[src/rtl/mem_arbiter.sv]
// Two-master (fetch, load/store) to three-slave (BRAM, UART, CLINT) bus arbiter.
// Optional round-robin tie-break: define MEM_ARBITER_ROUND_ROBIN_EN; otherwise dmem wins ties.
module mem_arbiter #(
   parameter int unsigned bram_depth      = 12,
   parameter logic [31:0] start_base_addr = 32'h0,
   parameter logic [31:0] uart_base_addr  = 32'h0010_0000,
   parameter logic [31:0] uart_top_addr   = 32'h0010_0004,
   parameter logic [31:0] clint_base_addr = 32'h0200_0000,
   parameter logic [31:0] clint_top_addr  = 32'h0200_C000
) (
   input  logic        clock,
   input  logic        reset,
   input  logic        imem_valid,
   input  logic [31:0] imem_addr,
   output logic [31:0] imem_rdata,
   output logic        imem_ready,
   input  logic        dmem_valid,
   input  logic [31:0] dmem_addr,
   input  logic [31:0] dmem_wdata,
   input  logic [3:0]  dmem_wstrb,
   output logic [31:0] dmem_rdata,
   output logic        dmem_ready,
   output logic [2:0]  slave_valid,
   output logic [31:0] slave_addr,
   output logic [31:0] slave_wdata,
   output logic [3:0]  slave_wstrb,
   input  logic [95:0] slave_rdata,
   input  logic [2:0]  slave_ready,
   output logic        bus_error
);
   // state | meaning
   // IDLE  | waiting for a request; grants in the same cycle a valid is seen
   // BUSY  | slave_valid held until the selected slave_ready bit is sampled
   // RESP  | unmapped address; next cycle returns zero data with bus_error
   typedef enum logic [1:0] {IDLE, BUSY, RESP} state_t;

   localparam logic [32:0] bram_lo = {1'b0, start_base_addr};
   localparam logic [32:0] bram_hi = bram_lo + (33'd1 << (bram_depth + 2));

   state_t      state;
   logic        i_pend, d_pend;
   logic [31:0] i_addr_q, d_addr_q, d_wdata_q;
   logic [3:0]  d_wstrb_q;
   logic        owner_d;
`ifdef MEM_ARBITER_ROUND_ROBIN_EN
   logic        last_d;
`endif

   logic        i_req, d_req, grant_go, grant_d, gnt_i, gnt_d;
   logic [31:0] i_cur_addr, d_cur_addr, d_cur_wdata, g_addr, g_wdata, sel_rdata;
   logic [3:0]  d_cur_wstrb, g_wstrb;
   logic        in_bram, in_uart, in_clint;
   logic [2:0]  g_hit;

   assign i_req       = i_pend | imem_valid;
   assign d_req       = d_pend | dmem_valid;
   assign grant_go    = (state == IDLE) && (i_req || d_req);
   assign i_cur_addr  = i_pend ? i_addr_q : imem_addr;
   assign d_cur_addr  = d_pend ? d_addr_q : dmem_addr;
   assign d_cur_wdata = d_pend ? d_wdata_q : dmem_wdata;
   assign d_cur_wstrb = d_pend ? d_wstrb_q : dmem_wstrb;

   always_comb begin
      grant_d = d_req;
`ifdef MEM_ARBITER_ROUND_ROBIN_EN
      if (i_req && d_req) grant_d = ~last_d;
`endif
   end

   assign gnt_i   = grant_go && !grant_d;
   assign gnt_d   = grant_go && grant_d;
   assign g_addr  = grant_d ? d_cur_addr : i_cur_addr;
   assign g_wdata = grant_d ? d_cur_wdata : 32'h0;
   assign g_wstrb = grant_d ? d_cur_wstrb : 4'h0;

   // 33-bit compare so a BRAM window ending at 2^32 cannot wrap
   assign in_bram  = ({1'b0, g_addr} >= bram_lo) && ({1'b0, g_addr} < bram_hi);
   assign in_uart  = (g_addr >= uart_base_addr) && (g_addr < uart_top_addr);
   assign in_clint = (g_addr >= clint_base_addr) && (g_addr < clint_top_addr);

   always_comb begin
      g_hit = 3'b000;
      if (in_bram)       g_hit = 3'b001;
      else if (in_uart)  g_hit = 3'b010;
      else if (in_clint) g_hit = 3'b100;
   end

   always_comb begin
      sel_rdata = slave_rdata[95:64];
      if (slave_valid[0])      sel_rdata = slave_rdata[31:0];
      else if (slave_valid[1]) sel_rdata = slave_rdata[63:32];
   end

   always_ff @(posedge clock or negedge reset) begin
      if (!reset) begin
         state       <= IDLE;
         i_pend      <= 1'b0;
         d_pend      <= 1'b0;
         i_addr_q    <= 32'h0;
         d_addr_q    <= 32'h0;
         d_wdata_q   <= 32'h0;
         d_wstrb_q   <= 4'h0;
         owner_d     <= 1'b0;
`ifdef MEM_ARBITER_ROUND_ROBIN_EN
         last_d      <= 1'b0;
`endif
         imem_rdata  <= 32'h0;
         imem_ready  <= 1'b0;
         dmem_rdata  <= 32'h0;
         dmem_ready  <= 1'b0;
         slave_valid <= 3'b000;
         slave_addr  <= 32'h0;
         slave_wdata <= 32'h0;
         slave_wstrb <= 4'h0;
         bus_error   <= 1'b0;
      end else begin
         imem_ready <= 1'b0;
         dmem_ready <= 1'b0;
         bus_error  <= 1'b0;

         // a new valid arriving while the old one is granted from the flag stays pending
         i_pend <= gnt_i ? (i_pend & imem_valid) : (i_pend | imem_valid);
         d_pend <= gnt_d ? (d_pend & dmem_valid) : (d_pend | dmem_valid);
         if (imem_valid && (!i_pend || gnt_i)) i_addr_q <= imem_addr;
         if (dmem_valid && (!d_pend || gnt_d)) begin
            d_addr_q  <= dmem_addr;
            d_wdata_q <= dmem_wdata;
            d_wstrb_q <= dmem_wstrb;
         end

         case (state)
            IDLE: begin
               if (grant_go) begin
                  owner_d     <= grant_d;
                  slave_addr  <= g_addr;
                  slave_wdata <= g_wdata;
                  slave_wstrb <= g_wstrb;
                  slave_valid <= g_hit;
`ifdef MEM_ARBITER_ROUND_ROBIN_EN
                  last_d      <= grant_d;
`endif
                  state       <= (g_hit != 3'b000) ? BUSY : RESP;
               end
            end
            BUSY: begin
               if ((slave_ready & slave_valid) != 3'b000) begin
                  slave_valid <= 3'b000;
                  if (owner_d) begin
                     dmem_rdata <= sel_rdata;
                     dmem_ready <= 1'b1;
                  end else begin
                     imem_rdata <= sel_rdata;
                     imem_ready <= 1'b1;
                  end
                  state <= IDLE;
               end
            end
            RESP: begin
               if (owner_d) begin
                  dmem_rdata <= 32'h0;
                  dmem_ready <= 1'b1;
               end else begin
                  imem_rdata <= 32'h0;
                  imem_ready <= 1'b1;
               end
               bus_error <= 1'b1;
               state     <= IDLE;
            end
            default: state <= IDLE;
         endcase
      end
   end
endmodule

[config.mk]
export PLATFORM = sky130hd
export DESIGN_NAME = mem_arbiter
export DESIGN_NICKNAME = d
export VERILOG_FILES = /design/src/rtl/mem_arbiter.sv
export SDC_FILE = /design/constraint.sdc
export NUM_CORES = 1
export LEC_CHECK = 0
export CORE_ASPECT_RATIO = 1.4
export CORE_UTILIZATION = 45
export CTS_CLUSTER_SIZE = 14
export DETAILED_ROUTE_END_ITERATION = 16
export PLACE_DENSITY = 0.77
export SLEW_MARGIN = 15
export SYNTH_ARGS = -nofsm -noshare
export SYNTH_HDL_FRONTEND = slang
export SYNTH_SLANG_ARGS = --single-unit
[constraint.sdc]
create_clock -name clock -period 6.1 [get_ports clock]
set_clock_uncertainty 0.2 [all_clocks]
set_input_delay 1.525 -clock clock [delete_from_list [all_inputs] [get_ports clock]]
set_output_delay 1.525 -clock clock [all_outputs]
set_load 0.05 [all_outputs]
# Yosys cells after proc, flatten, opt, wreduce, memory -nomap -nowiden
# Index checks and enable logic that the tools add are counted.
# W data, S select, Z words.
dict set report totals {
  inputBits 203
  elab_cells 94
  regBits 243
}
dict set report op_classes {
  n_bitwise 5
  muxes 36
  order_cmp 5
  eq_ne 8
  reduce_logical 23
}
# operator count
set ops {}
lappend ops {{$mux W32} 13}
lappend ops {{$pmux W32 S2} 2}
lappend ops {{$ge A32 B21 Y1 const B} 1}
lappend ops {{$ge A32 B26 Y1 const B} 1}
lappend ops {{$lt A32 B15 Y1 const B} 1}
lappend ops {{$lt A32 B21 Y1 const B} 1}
lappend ops {{$lt A32 B26 Y1 const B} 1}
lappend ops {{$mux W3} 5}
lappend ops {{$ne A2 B2 Y1 const B} 6}
lappend ops {{$mux W4} 2}
lappend ops {{$reduce_and A4 Y1} 2}
lappend ops {{$logic_and A1 B1 Y1} 7}
lappend ops {{$mux W1} 7}
lappend ops {{$mux W2} 3}
lappend ops {{$pmux W3 S2} 1}
lappend ops {{$reduce_bool A3 Y1} 2}
lappend ops {{$pmux W1 S2} 2}
lappend ops {{$pmux W2 S2} 1}
lappend ops {{$reduce_and A2 Y1} 2}
lappend ops {{$reduce_bool A2 Y1} 2}
lappend ops {{$and A3 B3 Y3} 1}
lappend ops {{$logic_not A1 Y1} 3}
lappend ops {{$logic_or A1 B1 Y1} 3}
lappend ops {{$reduce_and A3 Y1} 1}
lappend ops {{5 further kinds} 7}

# Longest topological paths before layout
# Gate-level depths: netlist of the first run.
dict set report logic_depth {
  depth_word 11
  ltp_mapped 10
}

# Worst setup path before layout of the first run
# OpenSTA, ideal clock, no wires.
dict set report synth_timing {
  path_kind {input to register}
  from {input port dmem_addr[12]}
  to {register state[1]}
  path_buffers 0
  t_required_ps 5776
  cell_stages 6
  path_slack_ps 2405
  arrival_ps 3371
  path_cell_list {or4_1 nor2_1 o221ai_2 a2111o_1 or4_4 o31a_1}
}
dict set report synth_between {
  elab_chain_cells 11
  word_cells_on_any_way 16
}
# element line
set synth_rtl {}
lappend synth_rtl {{start, declared} 18} ;# input logic [31:0] dmem_addr,
lappend synth_rtl {{$mux W32 (*)} 59} ;# assign d_cur_addr = d_pend ? d_addr_q : dmem_addr;
lappend synth_rtl {{$mux W32 (*)} 72} ;# assign g_addr = grant_d ? d_cur_addr : i_cur_addr;
lappend synth_rtl {{$ge A32 B26 Y1 or $lt A32 B26 Y1 (tied branches)} 79} ;# assign in_clint = (g_addr >= clint_base_addr) && (g_addr < clint_top_addr);
lappend synth_rtl {{$logic_and A1 B1 Y1} 79}
lappend synth_rtl {{$mux W3} 85} ;# else if (in_clint) g_hit = 3'b100;
lappend synth_rtl {{$mux W3} 84} ;# else if (in_uart) g_hit = 3'b010;
lappend synth_rtl {{$mux W3 (*)} 83} ;# if (in_bram) g_hit = 3'b001;
lappend synth_rtl {{$reduce_bool A3 Y1 (*)} 142} ;# state <= (g_hit != 3'b000) ? BUSY : RESP;
lappend synth_rtl {{$mux W2 (*)} 142}
lappend synth_rtl {{$mux W2 (*)} 133} ;# if (grant_go) begin
lappend synth_rtl {{$pmux W2 S2 (*)} 131} ;# case (state)
lappend synth_rtl {{end signal, assigned} 142}
lappend synth_rtl {{end, declared} 40} ;# state_t state;
# Mark *: on every way between the ends. The rest lies on a longest branch, timed or not. The select of a mux whose other input is x is not followed.
# A chain may end at the register's enable or synchronous reset.

# Final worst setup path of the first run
dict set report layout_timing {
  from {register slave_valid[0]}
  to {output port slave_valid[0]}
}
# element line
set layout_lines {}
lappend layout_lines {{start, declared} 23} ;# output logic [2:0] slave_valid,
lappend layout_lines {{start signal, assigned} 138} ;# slave_valid <= g_hit;
# No word-level cell between the ends.

==> impl_metrics.json, run 1 <==
{
  "final_nets": 1586,
  "top_level_ports": 341,
  "ant_nets": 0,
  "worstHoldPathType": "reg -> reg",
  "synth_seq_cells": 243,
  "grt_usage_pct": 24.4,
  "max_slew.worst_pin.slew_ps": 1120,
  "critPathCaptureType": "output port",
  "start_kind": "register",
  "crit_chain": "buf_4 > clkdlybuf4s50_1",
  "syn_to_final_growth_pct": 38.2,
  "first_iter_violations": 515,
  "place_inst": 1669,
  "htree_levels": 1,
  "drc": 0,
  "setup_slack_ps": 1950,
  "grt_pass1_wl_um": 49800,
  "crit_fanout": 47,
  "cts_made_buffers": 24,
  "ys_seq_area_share_pct": 53.0,
  "clk_latency_ps": 510,
  "syn-num-nets": 1285,
  "async_flop_share_pct": 100,
  "fmax_mhz": 241,
  "powerDensity_nw_per_um2": 537,
  "drive_above_1_share_pct": 12.5,
  "slowest_stage": "clkdlybuf4s50_1",
  "core_area_sq_um": 24800,
  "synth_enable_flop_cells": 0,
  "grt_remaining_overflow": 0,
  "yosys_most_used_dff": "dfrtp_1",
  "cts_tree": "yes",
  "worstPathArrival_ps": 2430,
  "root_buffer": "clkbuf_16",
  "vias_per_cell": 5.48,
  "peakVddDrop_v": 0.000373,
  "cts_buffer_depth": 3,
  "synthXorXnorAreaFrac_pct": 0,
  "gp_congestion": 0.865,
  "slowest_delay_ps": 880,
  "std_cell_rows": 68,
  "crit_required_ps": 4380,
  "die_area_sq_um": 26100,
  "final_cell_count_no_fill": 1713,
  "ys_types": 53,
  "post_cts_buffers": 0,
  "wire_per_inst_um": 18.9,
  "fin_crit_ps": 4150,
  "hpwl_um": 23500,
  "synth_fa_ha_area_share_pct": 0.415,
  "maxCapViolCount": 0,
  "wl_um": 32300,
  "hold_viol": 0,
  "syn_inst": 1079,
  "place_ws_ps": 1450,
  "dieWidth_um": 137,
  "p_total_mw": 8.51,
  "status": "complete, no violations",
  "slew-limit-headroom_pct": 25.6,
  "holdBufCountCts": 0,
  "synth_top_family_by_area": "multiplexers",
  "p_leak_nw": 6.52,
  "io_buffer_count": 340,
  "cts.sinks": 243,
  "rsz0062_at_grt": "false",
  "first_pass_iters": 5,
  "syn_area_per_cell_sq_um": 10.6,
  "final.setup.tns_ps": 0,
  "finalCritPeriodShare_pct": 68.1,
  "ys.warnings.count": 0,
  "die_y_um": 191,
  "grt_max_degree": 134,
  "mappedNetlistArea_sq_um": 11500,
  "grt_pass1_vias": 9338,
  "slew_violations": 0,
  "synthMuxAreaShare_pct": 16.2,
  "setup_viol": 0,
  "critPathKind": "reg -> out",
  "antenna_found_initial": 2,
  "synth_compound_area_share_pct": 15.2,
  "synth-simple-area-share_pct": 11.8,
  "cts.clk_slew.worst_paths_ps": 60,
  "dr_total_vias": 9386,
  "ctsResizeCount": 0,
  "start_util_pct": 46.2
}
report_power, final:
part | internal, mW | switching, mW | leakage [nW] | total, mW
logic | 1.62 | 2.72 | 3.17 | 4.34
clock network | 0.860 | 0.596 | 0.374 | 1.46
registers | 2.29 | 0.424 | 2.98 | 2.72
sequential cells by signal, indices dropped and copies added, names as in the netlist, 3 cells and up:
name         cells
imem_rdata      32
dmem_rdata      32
d_wdata_q       32
slave_wstrb      4
d_addr_q        32
slave_valid      3
d_wstrb_q        4
i_addr_q        32
slave_wdata     32
slave_addr      32
critical path, delay by kind of cell (launching register included):
family                 cells  cell delay (ps)
buffers and inverters      2             1320
flip-flops                 1              590
Yosys cell counts, types with 2 or more instances:
cell type	number	area share, %
a211o_1	5	0.38
a211oi_1	14	0.92
a21o_1	9	0.59
a21oi_1	13	0.57
a221o_1	11	0.96
a22oi_1	36	2.4
and2_1	2	0.11
buf_1	7	0.23
buf_2	12	0.52
buf_6	4	0.39
buf_8	2	0.26
clkbuf_1	54	1.8
dfrtp_1	243	53
ha_1	3	0.33
inv_1	6	0.20
mux2_2	110	11
mux2i_1	62	5.4
nand2_1	171	5.6
nand2b_1	42	2.3
nand3_1	2	0.087
nand4_1	2	0.11
nor2_1	31	1.0
nor2b_1	15	0.82
nor3_1	4	0.17
nor3b_1	3	0.20
nor4_1	6	0.33
nor4b_1	2	0.15
o211ai_1	3	0.20
o21ai_0	165	7.2
o21ai_1	6	0.26
o221ai_1	2	0.15
o31a_1	3	0.23
o31ai_1	3	0.20
or2_2	2	0.11
or3b_2	2	0.15
or4_1	5	0.33
routing by layer:
layer	vias up	GRT usage, %	share of wire (%)
li1	4431	-	-
met1	4568	28.1	38
met2	330	44.7	52
met3	57	4.22	7.2
met4	0	8.54	3.1
met5	-	0	0
per-stage QoR:
step | hold slack [ps] | instance area [sq um] | util (%)
after floorplan | 226 | 11500 | -
after global placement | 245 | 15100 | 60.7
after detailed placement | 256 | 15100 | 60.7
after CTS | 265 | 15800 | 63.8
after global routing | 300 | 15800 | 63.8
final | 263 | 15800 | 63.8
cells in the final DEF, fill, tap and decap left out, types with 14 or more instances in the layout:
cell type        instances
a211oi_1                14
a22oi_1                 36
clkbuf_16               25
clkdlybuf4s50_1        338
dfrtp_1                239
mux2_2                 110
mux2i_1                 62
nand2_1                171
nand2b_1                42
nor2_1                  31
nor2b_1                 14
o21ai_0                165
kinds of logic after synthesis:
kind of cell	count (synthesis)
AO/OA/AOI/OAI	282
buffers and inverters	85
AND/OR/NAND/NOR	293
adder cells (fa/ha/maj)	4
flip-flops	243
multiplexers	172
cell type report:
| type | instances | area [sq um] |
|---|---|---|
| clock buffers | 37 | 691 |
| inverters | 6 | 22.5 |
| repair buffers | 354 | 3520 |
| well taps | 315 | 394 |
| clock inverters | 5 | 75.1 |
| fillers | 2006 | 9000 |
| flip-flops and latches | 243 | 6090 |
| multi-input cells | 751 | 5050 |
| diodes | 2 | 5.00 |
path summary, 6_finish.rpt:
kind	start	depth (start not counted)	to	slack (ps)
setup / recovery	slave_valid[0]$_DFFE_PN0P_	2	slave_valid[0]	1950
hold reg to reg	owner_d$_DFFE_PN0P_	1	imem_ready$_DFF_PN0_	260
min in group asynchronous	reset	1	bus_error$_DFF_PN0_	840
setup reg to reg	d_pend$_DFF_PN0_	6	state[1]$_DFFE_PN0P_	2550
hold / removal	owner_d$_DFFE_PN0P_	1	imem_ready$_DFF_PN0_	260
max in group asynchronous	reset	2	d_pend$_DFF_PN0_	3630
No activity file was read; power rests on OpenSTA's default activity.
==> run 2, diff against run 1 <==
- CORE_UTILIZATION: 45 -> 43
- clock period: 6.1 -> 3.65 ns (I/O delays scaled with it)
==> impl_metrics.json, run 2 (same netlist as run 1, synthesis figures left out) <==
{
  "status": "complete, no violations",
  "use_met1_pct": 28.2,
  "cp-startpoint": "i_pend$_DFF_PN0_",
  "grt_pass1_vias": 9693,
  "fin_hold_ws_ps": 189,
  "core_area_sq_um": 26200,
  "post_cts_buffers": 0,
  "start_kind": "register",
  "dr_total_vias": 9433,
  "setup_viol": 0,
  "grt_pass1_wl_um": 51900,
  "cts_made_buffers": 25,
  "cts.sinks": 243,
  "final_cell_count_no_fill": 1735,
  "ant_nets": 0,
  "first_pass_iters": 5,
  "top_level_ports": 341,
  "htree_levels": 1,
  "ctsResizeCount": 0,
  "rsz0062_at_grt": "false",
  "start_util_pct": 43.8,
  "cts_tree": "yes",
  "fmax_mhz": 315,
  "layout_commonest_cell": "clkdlybuf4s50_1",
  "gp_congestion": 0.834,
  "slew_violations": 0,
  "worstPathArrival_ps": 3400,
  "hpwl_um": 24000,
  "crit_chain": "buf_12 > mux2i_1 > a211oi_1 > nor4_1 > nand4_1 > or4_1 > o21ai_1",
  "worstHoldPathType": "in -> async",
  "root_buffer": "clkbuf_16",
  "final_cell_mix": "338 x clkdlybuf4s50_1, 239 x dfrtp_1, 171 x nand2_1",
  "vias_per_cell": 5.44,
  "final.setup.tns_ps": 0,
  "p_leak_nw": 6.65,
  "std_cell_rows": 70,
  "final_nets": 1599,
  "grt_remaining_overflow": 0,
  "holdBufCountCts": 0,
  "finalCritPeriodShare_pct": 87.1,
  "antenna_found_initial": 3,
  "place_ws_ps": 22.7,
  "grt_usage_pct": 24.1,
  "reg2reg_from": "i_pend$_DFF_PN0_",
  "maxCapViolCount": 0,
  "setup_slack_ps": 471,
  "drive_above_1_share_pct": 13.6,
  "critPathCaptureType": "register",
  "crit_buf_inv": 1,
  "use_met3_pct": 4.27,
  "critPathKind": "reg -> reg",
  "gr-usage-met2_pct": 43.0,
  "io_buffer_count": 340,
  "crit_fanout": 26,
  "die_area_sq_um": 27300,
  "syn_to_final_growth_pct": 40.5,
  "cts_buffer_depth": 3,
  "hold_viol": 0,
  "slew-limit-headroom_pct": 25.6,
  "first_iter_violations": 404,
  "slowest_delay_ps": 890,
  "clk_latency_ps": 510,
  "wl_um": 33200,
  "wire_per_inst_um": 19.1,
  "crit_required_ps": 3880,
  "p_total_mw": 14.6,
  "die_y_um": 195,
  "max_slew.worst_pin.slew_ps": 1110,
  "drc": 0,
  "dieWidth_um": 140,
  "grt_max_degree": 105,
  "path_delay_family": "simple AND/OR/NAND/NOR gates",
  "slowest_stage": "dfrtp_2",
  "top_usage_layer": "met2",
  "cts.clk_slew.worst_paths_ps": 60,
  "fin_crit_ps": 3180,
  "place_inst": 1690,
  "peakVddDrop_v": 0.000559,
  "powerDensity_nw_per_um2": 903
}
run 2: path summary, 6_finish.rpt:
path	slack (ps)	endpoint	cells after the start
max in group asynchronous	2110	imem_rdata[22]$_DFFE_PN0P_	2
min in group clock	270	slave_addr[4]$_DFFE_PN0P_	2
max reg2reg	470	slave_valid[1]$_DFFE_PN0P_	7
min	190	slave_wdata[19]$_DFFE_PN0P_	1
min reg2reg	270	slave_addr[4]$_DFFE_PN0P_	2
max	470	slave_valid[1]$_DFFE_PN0P_	7
run 2: power by group:
group	total [mW]	leakage [nW]	switching, mW	internal (mW)
clock	2.64	0.409	1.03	1.60
sequential	4.50	2.98	0.666	3.84
combinational	7.42	3.26	4.63	2.79
run 2: through the flow:
stage	area, sq um	utilization, %
global placement	15300	58.3
global route	16100	61.5
CTS	16100	61.5
finish	16100	61.5
detailed placement	15300	58.3
floorplan	11500	-
run 2: routing by layer:
| layer | vias to the layer above | share of wire [%] |
|---|---|---|
| li1 | 4467 | - |
| met1 | 4555 | 39 |
| met2 | 332 | 51 |
| met3 | 77 | 5.7 |
| met4 | 2 | 4.3 |
| met5 | - | 0.027 |
run 2: cell type report:
class,count,area [sq um]
flip-flops and latches,243,6090
multi-input cells,751,5060
well taps,324,405
clock buffers,33,686
clock inverters,10,159
inverters,6,22.5
diodes,2,5.00
repair buffers,366,3700
fillers,2106,10100
==> run 3, diff against run 2 <==
- CORE_UTILIZATION: 43 -> 45
- REMOVE_ABC_BUFFERS: default -> 1
- clock period: 3.65 -> 3.3 ns (I/O delays scaled with it)
==> impl_metrics.json, run 3 (same netlist as run 1, synthesis figures left out) <==
{
  "cts_made_buffers": 25,
  "critPathKind": "in -> reg",
  "start_util_pct": 46.2,
  "slowest_delay_ps": 540,
  "crit_fanout": 3,
  "antenna_found_initial": 6,
  "io_buffer_count": 340,
  "fin_crit_ps": 3040,
  "cts_tree": "yes",
  "peakVddDrop_v": 0.000673,
  "fmax_mhz": 329,
  "place_ws_ps": -236,
  "slowest_stage": "or4_1",
  "powerDensity_nw_per_um2": 990,
  "top_level_ports": 341,
  "cts.clk_slew.worst_paths_ps": 60,
  "wire_per_inst_um": 18.5,
  "ant_nets": 0,
  "drc": 0,
  "nFillCells": 1978,
  "worstPathArrival_ps": 3220,
  "clk_latency_ps": 510,
  "reg2reg_from": "d_pend$_DFF_PN0_",
  "die_y_um": 191,
  "layout_commonest_cell": "clkdlybuf4s50_1",
  "crit_required_ps": 3490,
  "syn_to_final_growth_pct": 41.9,
  "r2r_slack_ps": 390,
  "htree_levels": 1,
  "critPathCaptureType": "register",
  "std_cell_rows": 68,
  "holdBufCountCts": 0,
  "core_area_sq_um": 24800,
  "worstHoldPathType": "in -> async",
  "slew_violations": 0,
  "first_pass_iters": 5,
  "rsz0062_at_grt": "false",
  "grt_pass1_vias": 9692,
  "r2r-end": "slave_valid[0]$_DFFE_PN0P_",
  "grt_usage_pct": 24.8,
  "finalCritPeriodShare_pct": 92.0,
  "slew-limit-headroom_pct": 37.8,
  "final_nets": 1619,
  "status": "complete, no violations",
  "setup_slack_ps": 264,
  "place_inst": 1701,
  "reg2reg_depth": 6,
  "final_cell_mix": "338 x clkdlybuf4s50_1, 239 x dfrtp_1, 171 x nand2_1",
  "postLayoutCoreUtil_pct": 65.5,
  "p_leak_nw": 6.75,
  "grt_pass1_wl_um": 50300,
  "hold_viol": 0,
  "wl_um": 32400,
  "cts.sinks": 243,
  "start_kind": "input port",
  "die_area_sq_um": 26100,
  "maxCapViolCount": 0,
  "cts_buffer_depth": 3,
  "max_slew.worst_pin.slew_ps": 929,
  "vias_per_cell": 5.42,
  "dr_total_vias": 9493,
  "setup_viol": 0,
  "root_buffer": "clkbuf_16",
  "dieWidth_um": 137,
  "drive_above_1_share_pct": 14.8,
  "crit_chain": "clkdlybuf4s50_1 > or4_1 > nor2_1 > o221ai_2 > a2111o_1 > or4_4 > o31a_1",
  "hpwl_um": 24000,
  "grt_remaining_overflow": 0,
  "final.setup.tns_ps": 0,
  "final_cell_count_no_fill": 1751,
  "ctsResizeCount": 0,
  "post_cts_buffers": 0,
  "gp_congestion": 0.822,
  "grt_max_degree": 79,
  "first_iter_violations": 400
}
[run 3: cell count changes in the layout (fill, tap and decap cells not counted), moves of 2 or more]
cell / before / now
buf_12: 8 / 12
buf_4: 18 / 34
bufinv_16: 4 / 2
clkbuf_1: 5 / 8
clkbuf_8: 3 / 5
diode_2: 2 / 5
[run 3: layer usage]
layer	share of wire (%)	vias up	global-route usage, %
li1	-	4511	-
met1	37	4551	27.2
met2	52	360	45.8
met3	7.6	69	4.32
met4	3.5	2	10.7
met5	0.040	-	0
[run 3: per-stage QoR]
| step | area, sq um | hold slack [ps] | power (mW) |
|---|---|---|---|
| finish | 16300 | 79.7 | 16.1 |
| global route | 16300 | 133 | 17.0 |
| CTS | 16300 | 107 | 16.2 |
| detailed placement | 15500 | 243 | 13.4 |
| global placement | 15500 | 238 | 13.2 |
| floorplan | 11100 | 226 | 10.3 |
[run 3: final cells by class]
cell class | count | area (sq um) | area share, %
Antenna cell | 5 | 12.5 | 0.0769
Clock buffer | 38 | 724 | 4.45
Clock inverter | 7 | 87.6 | 0.538
Inverter | 6 | 22.5 | 0.138
Multi-Input combinational cell | 751 | 5050 | 31.0
Sequential cell | 243 | 6090 | 37.4
Tap cell | 315 | 394 | 2.42
Timing Repair Buffer | 386 | 3900 | 23.9
[run 3: how the worst max path moves through the flow]
stage / from / depth (start not counted) / to
after floorplan: d_pend$_DFF_PN0_ / 6 / slave_valid[1]$_DFFE_PN0P_
after global placement: dmem_addr[5] / 7 / state[1]$_DFFE_PN0P_
after detailed placement: dmem_addr[5] / 7 / state[1]$_DFFE_PN0P_
after CTS: dmem_addr[5] / 7 / state[1]$_DFFE_PN0P_
after global routing: dmem_addr[5] / 7 / state[1]$_DFFE_PN0P_
final: dmem_addr[5] / 7 / state[1]$_DFFE_PN0P_
[run 3: worst max-delay path: cells and delay by family]
family / cells / cell delay, ps
AOI/OAI and AO/OA: 3 / 870
and+or+nand+nor: 3 / 1120
buffers and inverters: 1 / 430
[run 3: report_power, final]
group | total, mW | internal, mW | switching (mW)
clock network | 2.79 | 1.66 | 1.13
registers | 4.99 | 4.24 | 0.743
logic | 8.34 | 3.25 | 5.09
